`config.mk`:
```
export PLATFORM = sky130hd
export DESIGN_NAME = control_refresco_flat
export DESIGN_NICKNAME = d
export VERILOG_FILES = /design/src/rtl/control_refresco_if.sv /design/src/rtl/control_refresco.sv /design/src/flat_wrapper.sv
export SDC_FILE = /design/constraint.sdc
export NUM_CORES = 1
export LEC_CHECK = 0
export CAP_MARGIN = 10
export CORE_ASPECT_RATIO = 1.5
export CORE_UTILIZATION = 60
export DETAILED_ROUTE_END_ITERATION = 6
export PLACE_DENSITY = 0.9
export RECOVER_POWER = 50
export SLEW_MARGIN = 20
export SYNTH_ARGS = -nofsm -noshare
export SYNTH_HDL_FRONTEND = slang
export SYNTH_SLANG_ARGS = --single-unit
export TNS_END_PERCENT = 10
```
`constraint.sdc`:
```
create_clock -name clk -period 5.42 [get_ports clk]
set_input_delay 1.084 -clock clk [delete_from_list [all_inputs] [get_ports clk]]
set_output_delay 1.084 -clock clk [all_outputs]
set_load 0.05 [all_outputs]
```
`src/rtl/control_refresco_if.sv`:
```
// rtl/control_refresco_if.sv - valid/ready handshake carrying the binary value to display
interface control_refresco_if;
  logic [3:0] bin;
  logic       bin_valid;
  logic       bin_ready;

  modport master (output bin, output bin_valid, input bin_ready);
  modport slave  (input bin, input bin_valid, output bin_ready);
endinterface

```
`src/rtl/control_refresco.sv`:
```
// rtl/control_refresco.sv - two-digit multiplexed 7-segment scan controller with frame-aligned value commit
module control_refresco #(
  parameter int DIV      = 10000,
  parameter int GUARD    = 100,
  parameter int BLANK_LZ = 1
) (
  input  logic                clk,
  input  logic                rst,
  control_refresco_if.slave   bus,
  output logic [3:0]          an,
  output logic [3:0]          digito,
  output logic                frame_done
);

  typedef enum logic {APAGADO, BARRIDO} state_t;

  localparam logic [15:0] LAST    = 16'(DIV - 1);
  localparam logic [15:0] GUARD_W = 16'(GUARD);

  logic [15:0] pcnt, pcnt_n;
  logic [1:0]  s, s_n;
  logic        tick, wrap;
  logic [3:0]  pend, disp, disp_n;
  logic        pend_full;
  logic        xfer, commit;
  state_t      state, state_n;
  logic [3:0]  an_n, digito_n, units;
  logic        low_value;

  assign bus.bin_ready = !pend_full;
  assign xfer          = bus.bin_valid && !pend_full;
  assign tick          = (pcnt == LAST);
  assign wrap          = tick && (s == 2'd3);
  // A value arriving exactly on the wrap cycle goes straight to disp so it
  // still appears in the very next frame instead of waiting an extra frame.
  assign commit        = wrap && (pend_full || xfer);
  assign pcnt_n        = tick ? 16'd0 : pcnt + 16'd1;
  assign s_n           = tick ? s + 2'd1 : s;
  assign disp_n        = commit ? (pend_full ? pend : bus.bin) : disp;
  assign low_value     = (disp_n < 4'd10);
  assign units         = low_value ? disp_n : 4'(disp_n - 4'd10);

  // Prescaler, slot index and end-of-frame pulse
  always_ff @(posedge clk) begin
    if (rst) begin
      pcnt       <= 16'd0;
      s          <= 2'd0;
      frame_done <= 1'b0;
    end else begin
      pcnt       <= pcnt_n;
      s          <= s_n;
      frame_done <= wrap;
    end
  end

  // Pending/display buffering; disp only ever changes on a frame wrap
  always_ff @(posedge clk) begin
    if (rst) begin
      pend      <= 4'd0;
      pend_full <= 1'b0;
      disp      <= 4'd0;
    end else begin
      disp <= disp_n;
      if (xfer && !wrap) begin
        pend      <= bus.bin;
        pend_full <= 1'b1;
      end else if (commit) begin
        pend_full <= 1'b0;
      end
    end
  end

  // FSM state register
  always_ff @(posedge clk) begin
    if (rst) begin
      state <= APAGADO;
    end else begin
      state <= state_n;
    end
  end

  // Next state and next anode/digit, computed from next-cycle counters so the
  // registered outputs line up with pcnt/s of the same cycle
  always_comb begin
    state_n  = state;
    an_n     = 4'b1111;
    digito_n = 4'd0;
    if (commit) begin
      state_n = BARRIDO;
    end
    if (state_n == BARRIDO) begin
      case (s_n)
        2'd0: begin
          an_n     = 4'b1110;
          digito_n = units;
        end
        2'd1: begin
          if (!((BLANK_LZ != 0) && low_value)) begin
            an_n     = 4'b1101;
            digito_n = low_value ? 4'd0 : 4'd1;
          end
        end
        default: begin
          an_n     = 4'b1111;
          digito_n = 4'd0;
        end
      endcase
    end
    if (pcnt_n < GUARD_W) begin
      an_n = 4'b1111;
    end
  end

  // Registered display outputs
  always_ff @(posedge clk) begin
    if (rst) begin
      an     <= 4'b1111;
      digito <= 4'd0;
    end else begin
      an     <= an_n;
      digito <= digito_n;
    end
  end

endmodule

```
`src/flat_wrapper.sv`:
```
// flat-port wrapper written by rule: the top's interface ports become plain ports
module control_refresco_flat 
#(
  parameter int DIV      = 10000,
  parameter int GUARD    = 100,
  parameter int BLANK_LZ = 1
)
  (clk, rst, an, digito, frame_done, bus_bin, bus_bin_valid, bus_bin_ready);
  control_refresco_if bus_i ();
  input  logic clk;
  input  logic rst;
  output logic [3:0] an;
  output logic [3:0] digito;
  output logic frame_done;
  input wire logic [$bits(bus_i.bin)-1:0] bus_bin;
  input wire logic [$bits(bus_i.bin_valid)-1:0] bus_bin_valid;
  output wire logic [$bits(bus_i.bin_ready)-1:0] bus_bin_ready;
  assign bus_i.bin = bus_bin;
  assign bus_i.bin_valid = bus_bin_valid;
  assign bus_bin_ready = bus_i.bin_ready;
  control_refresco #(.DIV(DIV), .GUARD(GUARD), .BLANK_LZ(BLANK_LZ)) u_core (.clk(clk), .rst(rst), .bus(bus_i), .an(an), .digito(digito), .frame_done(frame_done));
endmodule
```
==> results.py <==
metrics = {
    "outcome": {
        "outcome": "finished, final reports clean",
    },
    "clock_network": {
        "cts_htree_levels": 2,
        "post_cts.repair.setup_buffers": 0,
        "clock_sink_count": 35,
        "cts_root_buffer": "clkbuf_8",
        "clk_pin_slew_ns": 0.07,
        "clockBufferDepth": 2,
        "cts_resized": 0,
        "ctsHoldBuffers": 0,
        "worstSkewPairLatency_ns": 0.29,
        "cts_tree": "done",
        "cts_buffers": 5,
    },
    "pwr": {
        "power_density_nw_per_um2": 274.9,
        "comb_power_share": 0.066,
        "clockPowerShare": 0.446,
        "p_switching_mw": 0.1246,
        "seq_power_share": 0.488,
        "power.internal_mw": 0.4267,
        "vdd_ir_drop_max_uv": 213.4,
        "p_leak_nw": 0.6735,
        "totalPowerFinal_mw": 0.5513,
        "swShare": 0.2260,
    },
    "timing": {
        "setup_viol": 0,
        "slew_viol_final": 0,
        "timing.hold.ws_ns": 0.4942,
        "tns_ns": 0,
        "final.period_utilization": 0.6259,
        "min_period_ns": 3.393,
        "fin_worst_skew_ns": 0.003032,
        "slew_headroom": 0.2416,
        "finalWorstSetupSlack_ns": 2.027,
        "rsz0062_at_grt": "false",
        "hold_viol": 0,
        "fmax_mhz": 294.8,
        "tightest_slew_ns": 1.129,
    },
    "logic_synthesis": {
        "synth_top_flop_cell": "dfxtp_1",
        "synth_edf_count": 0,
        "ys_types": 51,
        "synth.cell_area_sq_um": 1787,
        "synth_seq_area_share": 0.3922,
        "synth_cells": 203,
        "syn_area_per_cell_sq_um": 8.802,
        "ys_warn_count": 0,
        "synth_seq_cells": 35,
        "async_flop_share": 0,
    },
    "floorplan": {
        "start_util": 0.6467,
        "pin_count": 17,
        "die_area_sq_um": 3205,
        "die_h_microns": 68.84,
        "die_x_microns": 46.56,
        "core_sq_um": 2763,
        "rows": 23,
    },
    "routing": {
        "ant_nets": 0,
        "via_per_inst": 6.012,
        "vias": 1491,
        "wl_microns": 3908,
        "drtIter0Drc": 39,
        "drc_errors": 0,
        "drt_pass1_iterations": 4,
        "wl_per_cell_microns": 15.76,
    },
    "min_path": {
        "hold_path.class": "reg2reg",
        "hold_end": "u_core.pcnt[0]$_SDFF_PP0_",
        "hp-start": "u_core.pcnt[0]$_SDFF_PP0_",
        "hold-path-cell-count": 1,
    },
    "finish": {
        "fin_util": 0.7260,
        "layout.nets": 220,
        "area_growth_syn_to_layout_pct": 12.25,
        "antennaDiodeCount": 0,
        "drive_gt1_frac": 0.09479,
    },
    "critical_path": {
        "reg2regPathDepth": 8,
        "cp_max_fo": 10,
        "reg2reg_to": "u_core.digito[2]$_SDFF_PP0_",
        "critPathRequiredTime_ns": 5.65,
        "worstPathArrival_ns": 3.62,
        "ff2ff_setup_slack_ns": 2.30,
        "r2r-start": "u_core.pcnt[0]$_SDFF_PP0_",
        "start_kind": "input pin",
        "critical_path_class": "in2reg",
        "cp-end-kind": "flop",
        "worstSetupStartpoint": "bus_bin_valid",
    },
    "flow_run": {
        "drv_cap": 0,
    },
    "global_routing": {
        "grt_pass1_wl_microns": 6299,
        "grt_overflow": 0,
        "antenna_found_initial": 0,
        "grt_pass1_vias": 1435,
        "grt_max_degree": 19,
        "track_usage": 0.2802,
    },
    "placement": {
        "io_buffers": 14,
        "gp_congestion": 0.9582,
        "dp_hpwl_microns": 2915,
        "place_ws_ns": 2.184,
    },
}
[critical path, stage by stage]
cell	delay, ns
clkdlybuf4s50_1	0.50
o21ai_0	0.14
nor3_1	0.95
mux2i_1	0.42
ha_1	0.29
nor2b_1	0.14
nor3_2	0.10
[power by group through the flow]
| stage | Sequential, mW | Combinational, mW | Clock (mW) |
|---|---|---|---|
| after floorplan | 0.271 | 0.0294 | 0 |
| after global placement | 0.274 | 0.0355 | 0 |
| after detailed placement | 0.275 | 0.0368 | 0 |
| after CTS | 0.269 | 0.0370 | 0.248 |
| after global routing | 0.270 | 0.0400 | 0.259 |
| final | 0.269 | 0.0366 | 0.246 |
[registers in the layout (all words and copies together), names as in the netlist]
register,count
u_core.pcnt,16
u_core.digito,4
u_core.disp,4
u_core.pend,4
u_core.an,2
u_core.s,2
u_core.frame_done,1
u_core.pend_full,1
u_core.state,1
[placed cells by master (no fill, tap or decap), types with 3 or more instances in the layout]
cell type        count
a211oi_1             3
a21oi_1              5
clkbuf_8             6
clkdlybuf4s50_1     13
dfxtp_1             35
ha_1                 3
inv_1                3
mux2_2               4
mux2i_1             11
nand2_1              8
nand3_1              7
nand4_1              7
nand4b_1             3
nor2_1              34
nor2b_1              3
nor3_1               9
nor4_1               3
o21ai_0              5
xnor2_1              7
xor2_1               7
[per-layer routing]
layer | track usage | vias to the layer above | part of all wire
li1 | - | 724 | -
met1 | 0.2724 | 714 | 0.37
met2 | 0.5139 | 39 | 0.56
met3 | 0.04948 | 14 | 0.031
met4 | 0.1801 | 0 | 0.040
met5 | 0 | - | 0
[cell type report]
cell class                 count  area (sq um)
tap                           37         46.29
clock inverter                 2         35.03
clock buffer                   6         82.58
fill                         225         757.0
inverter                       3         11.26
multi-input combinational    151         989.7
sequential                    35         700.7
timing repair buffer          14         140.1
[synthesized netlist by cell type, types with 5 or more instances]
cell,number,area share
nand2_1,8,0.017
xor2_1,7,0.034
nand3_1,7,0.020
clkbuf_1,5,0.011
xnor2_1,7,0.034
nand4_1,7,0.025
dfxtp_1,35,0.39
nor2_1,33,0.069
nor3_1,8,0.022
o21ai_0,5,0.014
buf_2,5,0.014
mux2i_1,11,0.062
a21oi_1,5,0.014
[stage by stage]
stage,std cells,instance area (sq um)
floorplan,204,1790
detailed placement,240,1902
global placement,240,1902
finish,248,2006
global route,248,2006
CTS,248,2019
[cells by family (layout without fill, tap and decap cells)]
| kind of cell | after synthesis | count (layout) | synth area share |
|---|---|---|---|
| AND/OR/NAND/NOR | 93 | 93 | 0.2899 |
| flip-flops | 35 | 35 | 0.3922 |
| AO/OA/AOI/OAI | 24 | 24 | 0.09104 |
| buffers and inverters | 18 | 25 | 0.04831 |
| multiplexers | 15 | 15 | 0.08684 |
| XOR/XNOR | 14 | 14 | 0.06863 |
| adder cells (fa/ha/maj) | 3 | 3 | 0.02101 |
| other | 1 | 2 | 0.002099 |
[worst max-delay path by stage]
stage / endpoint / slack [ns] / cells after the start
6_report: u_core.digito[2]$_SDFF_PP0_ / 2.03 / 7
5_1_grt: u_core.digito[2]$_SDFF_PP0_ / 1.87 / 7
4_1_cts: u_core.digito[2]$_SDFF_PP0_ / 2.49 / 7
3_5_place_dp: u_core.digito[2]$_SDFF_PP0_ / 2.18 / 7
3_3_place_gp: u_core.digito[2]$_SDFF_PP0_ / 2.32 / 7
2_1_floorplan: u_core.digito[2]$_SDFF_PP0_ / 2.92 / 6
No activity file was read; power rests on OpenSTA's default activity.
==> patch 1 (same settings) <==
The output `digito` loses its register stage (`digito` becomes a continuous assignment).
--- a/src/rtl/control_refresco.sv
+++ b/src/rtl/control_refresco.sv
@@ -115,12 +115,12 @@
   always_ff @(posedge clk) begin
     if (rst) begin
       an     <= 4'b1111;
-      digito <= 4'd0;
     end else begin
       an     <= an_n;
-      digito <= digito_n;
     end
   end
 
+  assign digito = digito_n;
+
 endmodule
 
Check against the original RTL: no difference found for any inputs over 10 cycles, from zero or initial values and one cycle with rst high; that may be too few to reach the edited logic, so the function may still have changed.
==> patch 1 against the unedited design <==
- power down 17%
- synthesized area fell by 1.8%
- global-route usage is 0.72 points lower
- critical path type is now reg2out
- sequential share of layout area shrank 3.1 points
- sequential cell count fell by 4
- design area fell by 2.7%
- maximum frequency shrank 30%
- synthesized cell count up 4.4%
- setup slack lost 1.4 ns
- wire length fell by 7.6%
==> patch 1: results (changes against the unedited design) <==
Final layout
The total inserted antenna cells was 0 (unchanged). The fill cell instance count of the final layout is 221 (was 225). The final non-filler cell total was 257 (was 248). The share of final-layout standard cells stronger than drive strength 1 is 7.27% (was 9.48%). The final-stage net count is 229 (was 220).

Worst setup path
The worst reg-to-reg setup slack is 2.66 ns (was 2.30 ns). The launching element type of the critical path is a flop (was input pin). The largest fanout on the critical path is 13 (was 10).

The cell count of the worst reg-to-reg path came to 5 (was 8). The critical register-to-register path endpoint is u_core.disp[1] (was u_core.digito[2]). The startpoint of the worst-slack reg-to-reg timing path is u_core.pcnt[5] (was u_core.pcnt[0]). The capturing element of the worst setup path is digito[1] (was u_core.digito[2]).

The arrival time at the worst endpoint came to 3.74 ns (was 3.62 ns).

Synthesis
Largest cells by area after synthesis: sky130_fd_sc_hd__dfxtp_1 (35%), sky130_fd_sc_hd__nor2_1 (7.9%), sky130_fd_sc_hd__mux2i_1 (5.1%), sky130_fd_sc_hd__xnor2_1 (5.0%), sky130_fd_sc_hd__mux2_2 (3.2%) (was sky130_fd_sc_hd__dfxtp_1 (39%), sky130_fd_sc_hd__nor2_1 (6.9%), sky130_fd_sc_hd__mux2i_1 (6.2%), sky130_fd_sc_hd__xnor2_1 (3.4%), sky130_fd_sc_hd__xor2_1 (3.4%)). The sequential-to-total area share from yosys stat was 35.4% (was 39.2%). The unique cell type count in the Yosys netlist came to 49 (was 51). Leading cell types by count after synthesis: sky130_fd_sc_hd__nor2_1 (37), sky130_fd_sc_hd__dfxtp_1 (31), sky130_fd_sc_hd__nand2_1 (14) (was sky130_fd_sc_hd__dfxtp_1 (35), sky130_fd_sc_hd__nor2_1 (33), sky130_fd_sc_hd__mux2i_1 (11)). The mean instance size in the synthesized netlist is 8.27 sq um (was 8.80 sq um).

Power and ir drop
The leakage power is 0.658 nW (was 0.673 nW). The peak supply drop came to 196 uV (was 213 uV).

Routing
The violation count after the first detailed-routing iteration is 82 (was 39). The met2 routed wirelength is 1890 microns (was 2190 microns). The via count is 1529 (was 1491). The sum of routed wire segments on met1 was 1440 microns (about the same).

Placed design
The HPWL reported at the end of detailed placement is 2580 microns (was 2920 microns). The final weighted congestion in routability-driven placement is 0.917 (was 0.958). The total instance count after detailed placement is 250 (was 240). The instance area at placement is 1870 sq um (was 1900 sq um).

STA
The worst max-slew margin expressed relative to the limit was 51.8% (was 24.2%). The final clock skew is 0.00357 ns (was 0.00303 ns).

Global routing
The total routing resource utilization after global routing is 27.3% (was 28.0%).

CTS
The maximum clock insertion buffer count is 2 (unchanged).

Outcome
Outcome: complete, no violations (unchanged).
-- patch 1: cell count changes after synthesis, moves of 4 or more --
| cell | change |
|---|---|
| sky130_fd_sc_hd__nor2_1 | +4 |
| sky130_fd_sc_hd__nand2_1 | +6 |
| sky130_fd_sc_hd__clkbuf_1 | +6 |
| sky130_fd_sc_hd__buf_2 | -5 |
| sky130_fd_sc_hd__dfxtp_1 | -4 |
-- patch 1: how the worst min path moves through the flow --
stage                     end           start  cells past startpoint
3_5_place_dp   u_core.pend[0]  u_core.pend[0]                      2
3_3_place_gp   u_core.pend[0]  u_core.pend[0]                      2
5_1_grt        u_core.pend[0]  u_core.pend[0]                      2
6_report       u_core.pend[0]  u_core.pend[0]                      2
4_1_cts        u_core.pend[0]  u_core.pend[0]                      2
2_1_floorplan  u_core.pend[0]  u_core.pend[0]                      2
-- patch 1: metrics by stage --
stage          hold WS, ns  utilization [%]  setup WS, ns  total power, mW
2_1_floorplan        0.460                -          1.25            0.271
3_3_place_gp         0.490             68.5         0.721            0.280
3_5_place_dp         0.486             68.5         0.619            0.281
4_1_cts              0.500             71.7         0.580            0.464
5_1_grt              0.529             71.4         0.401            0.479
6_report             0.494             71.4         0.594            0.458
-- patch 1: layout make-up --
class                   count  share of cell area (%)
well taps                  37                    2.37
inverters                   5                   0.962
multi-input cells         162                    53.0
clock buffers               6                    4.23
flip-flops and latches     31                    31.8
clock inverters             1                   0.257
repair buffers             15                    7.38
-- patch 1: logic make-up after synthesis --
group           count (synthesis)  share of synthesized area, %
other cells                     1                         0.214
buf+inv                        20                          5.56
simple gates                   94                          28.2
xor+xnor                       14                          6.99
fa+ha+maj                       2                          1.43
flops                          31                          35.4
compound gates                 36                          13.9
mux                            14                          8.35
-- patch 1: worst max-delay path: stages (launching register included) --
cell and delay (ns):
sky130_fd_sc_hd__dfxtp_1 0.39, sky130_fd_sc_hd__or4_4 0.57, sky130_fd_sc_hd__or4_4 0.48, sky130_fd_sc_hd__nor4b_4 0.64, sky130_fd_sc_hd__mux2i_1 0.35, sky130_fd_sc_hd__a22oi_1 0.13, sky130_fd_sc_hd__nor2_1 0.09, sky130_fd_sc_hd__clkdlybuf4s50_1 0.80
-- patch 1: per-layer routing --
metal | global-route usage, % | vias up
li1 | - | 762
met5 | 0 | -
met3 | 7.65 | 8
met1 | 29.2 | 710
met2 | 47.2 | 49
met4 | 14.0 | 0
-- patch 1: where the power goes --
group / switching, mW / internal, mW
Combinational: 0.0199 / 0.0149
Clock: 0.0828 / 0.0993
Sequential: 0.00858 / 0.233
==> patch 2 (same flow settings) <==
Without the edit above. `GUARD` is set to 100 in 2 places; all go to 50.
--- a/src/rtl/control_refresco.sv
+++ b/src/rtl/control_refresco.sv
@@ -1,7 +1,7 @@
 // rtl/control_refresco.sv - two-digit multiplexed 7-segment scan controller with frame-aligned value commit
 module control_refresco #(
   parameter int DIV      = 10000,
-  parameter int GUARD    = 100,
+  parameter int GUARD    = 50,
   parameter int BLANK_LZ = 1
 ) (
   input  logic                clk,
--- a/src/flat_wrapper.sv
+++ b/src/flat_wrapper.sv
@@ -2,7 +2,7 @@
 module control_refresco_flat 
 #(
   parameter int DIV      = 10000,
-  parameter int GUARD    = 100,
+  parameter int GUARD    = 50,
   parameter int BLANK_LZ = 1
 )
   (clk, rst, an, digito, frame_done, bus_bin, bus_bin_valid, bus_bin_ready);
Check against the original RTL: same outputs for any inputs over 10 cycles, from zero or initial values and one cycle with rst high; that may be too few to reach the edited logic, so the function may still have changed.
==> patch 2 against the unedited design <==
- final cell count grew 2.4%
- via count grew 0.80%
- core utilization grew 0.40 points
- die area shrank 0.27%
- register-to-register slack gained 0.13 ns
- design area shrank 0.50%
- setup slack gained 0.25 ns
- sequential cell count is the same
- synthesized area shrank 0.28%
- wire length shrank 4.1%
- power shrank 11%
- critical endpoint unchanged
- largest cell class unchanged
- largest power group unchanged
- highest routed layer unchanged
==> patch 2: results (changes against the unedited design) <==
Routing
The detailed route wirelength on metal3 is 143 microns (was 123 microns). The violation count after the first detailed-routing iteration is 40 (was 39). The via count is 1503 (was 1491).

Outcome
Outcome: complete, no violations (unchanged).

Final layout
The number of non-clock inverters is 6 (was 3). The final-stage net count is 227 (was 220). The fill cell instance count of the final layout is 198 (was 225). The share of final-layout standard cells stronger than drive strength 1 is 7.37% (was 9.48%). The cell area after layout is 2000 sq um (was 2010 sq um).

Global routing
The wire length of the first global-routing pass is 6020 microns (was 6300 microns). The total routing resource utilization after global routing is 26.9% (was 28.0%).

Placed design
The total instance count after detailed placement is 247 (was 240). The HPWL reported at the end of detailed placement is 2790 microns (was 2920 microns). The setup slack at placement came to 1.98 ns (was 2.18 ns). The instance area at placement is 1910 sq um (was 1900 sq um).

Worst setup path
The arrival time at the worst endpoint is 3.35 ns (was 3.62 ns). The family of cells with the greatest summed delay on the critical path is compound AO/OA/AOI/OAI gates (was simple AND/OR/NAND/NOR gates). The delay of the slowest cell on the worst path is 0.76 ns (was 0.95 ns). The slowest stage cell on the critical path is sky130_fd_sc_hd__o21ai_0 (was sky130_fd_sc_hd__nor3_1).

STA
The worst max-slew margin expressed relative to the limit is 36.6% (was 24.2%).

Power and ir drop
The peak supply drop is 264 uV (was 213 uV). The leakage power came to 0.729 nW (was 0.673 nW).

Synthesis
The synthesized-area fraction occupied by adder cells is 2.11% (was 2.10%). The unique cell type count in the Yosys netlist is 52 (was 51). The mean instance size in the synthesized netlist came to 8.69 sq um (was 8.80 sq um). The share of cell area taken by muxes after synthesis was 7.23% (was 8.68%). The area share of xor/xnor cells in the synthesized design is 7.87% (was 6.86%). The share of the synthesized area in compound gates (AO/OA/AOI/OAI) is 12.5% (was 9.10%).

Leading cell types by count after synthesis: sky130_fd_sc_hd__nor2_1 (40), sky130_fd_sc_hd__dfxtp_1 (35), sky130_fd_sc_hd__nand2_1 (11) (was sky130_fd_sc_hd__dfxtp_1 (35), sky130_fd_sc_hd__nor2_1 (33), sky130_fd_sc_hd__mux2i_1 (11)).
==> patch 2: changes by cell type in the layout (fill, tap and decap cells not counted), sizes merged, moves of 3 or more <==
| cell | change |
|---|---|
| or2 | -3 |
| nand2 | +4 |
| o21ai | +5 |
| inv | +3 |
| nor2 | +7 |
| nand4 | -4 |
==> patch 2: worst paths after layout <==
kind | slack, ns | to | cells after the start | startpoint
worst max-delay path | 2.27 | u_core.digito[2] | 6 | bus_bin_valid
worst min-delay path | 0.49 | u_core.pcnt[0] | 1 | u_core.pcnt[0]
worst max register to register | 2.43 | u_core.digito[2] | 7 | u_core.pcnt[0]
worst min register to register | 0.49 | u_core.pcnt[0] | 1 | u_core.pcnt[0]
==> patch 2: power breakdown <==
part | switching, mW | internal, mW
logic | 0.0203 | 0.0137
registers | 0.00588 | 0.261
clock network | 0.0883 | 0.0995
total | 0.114 | 0.375
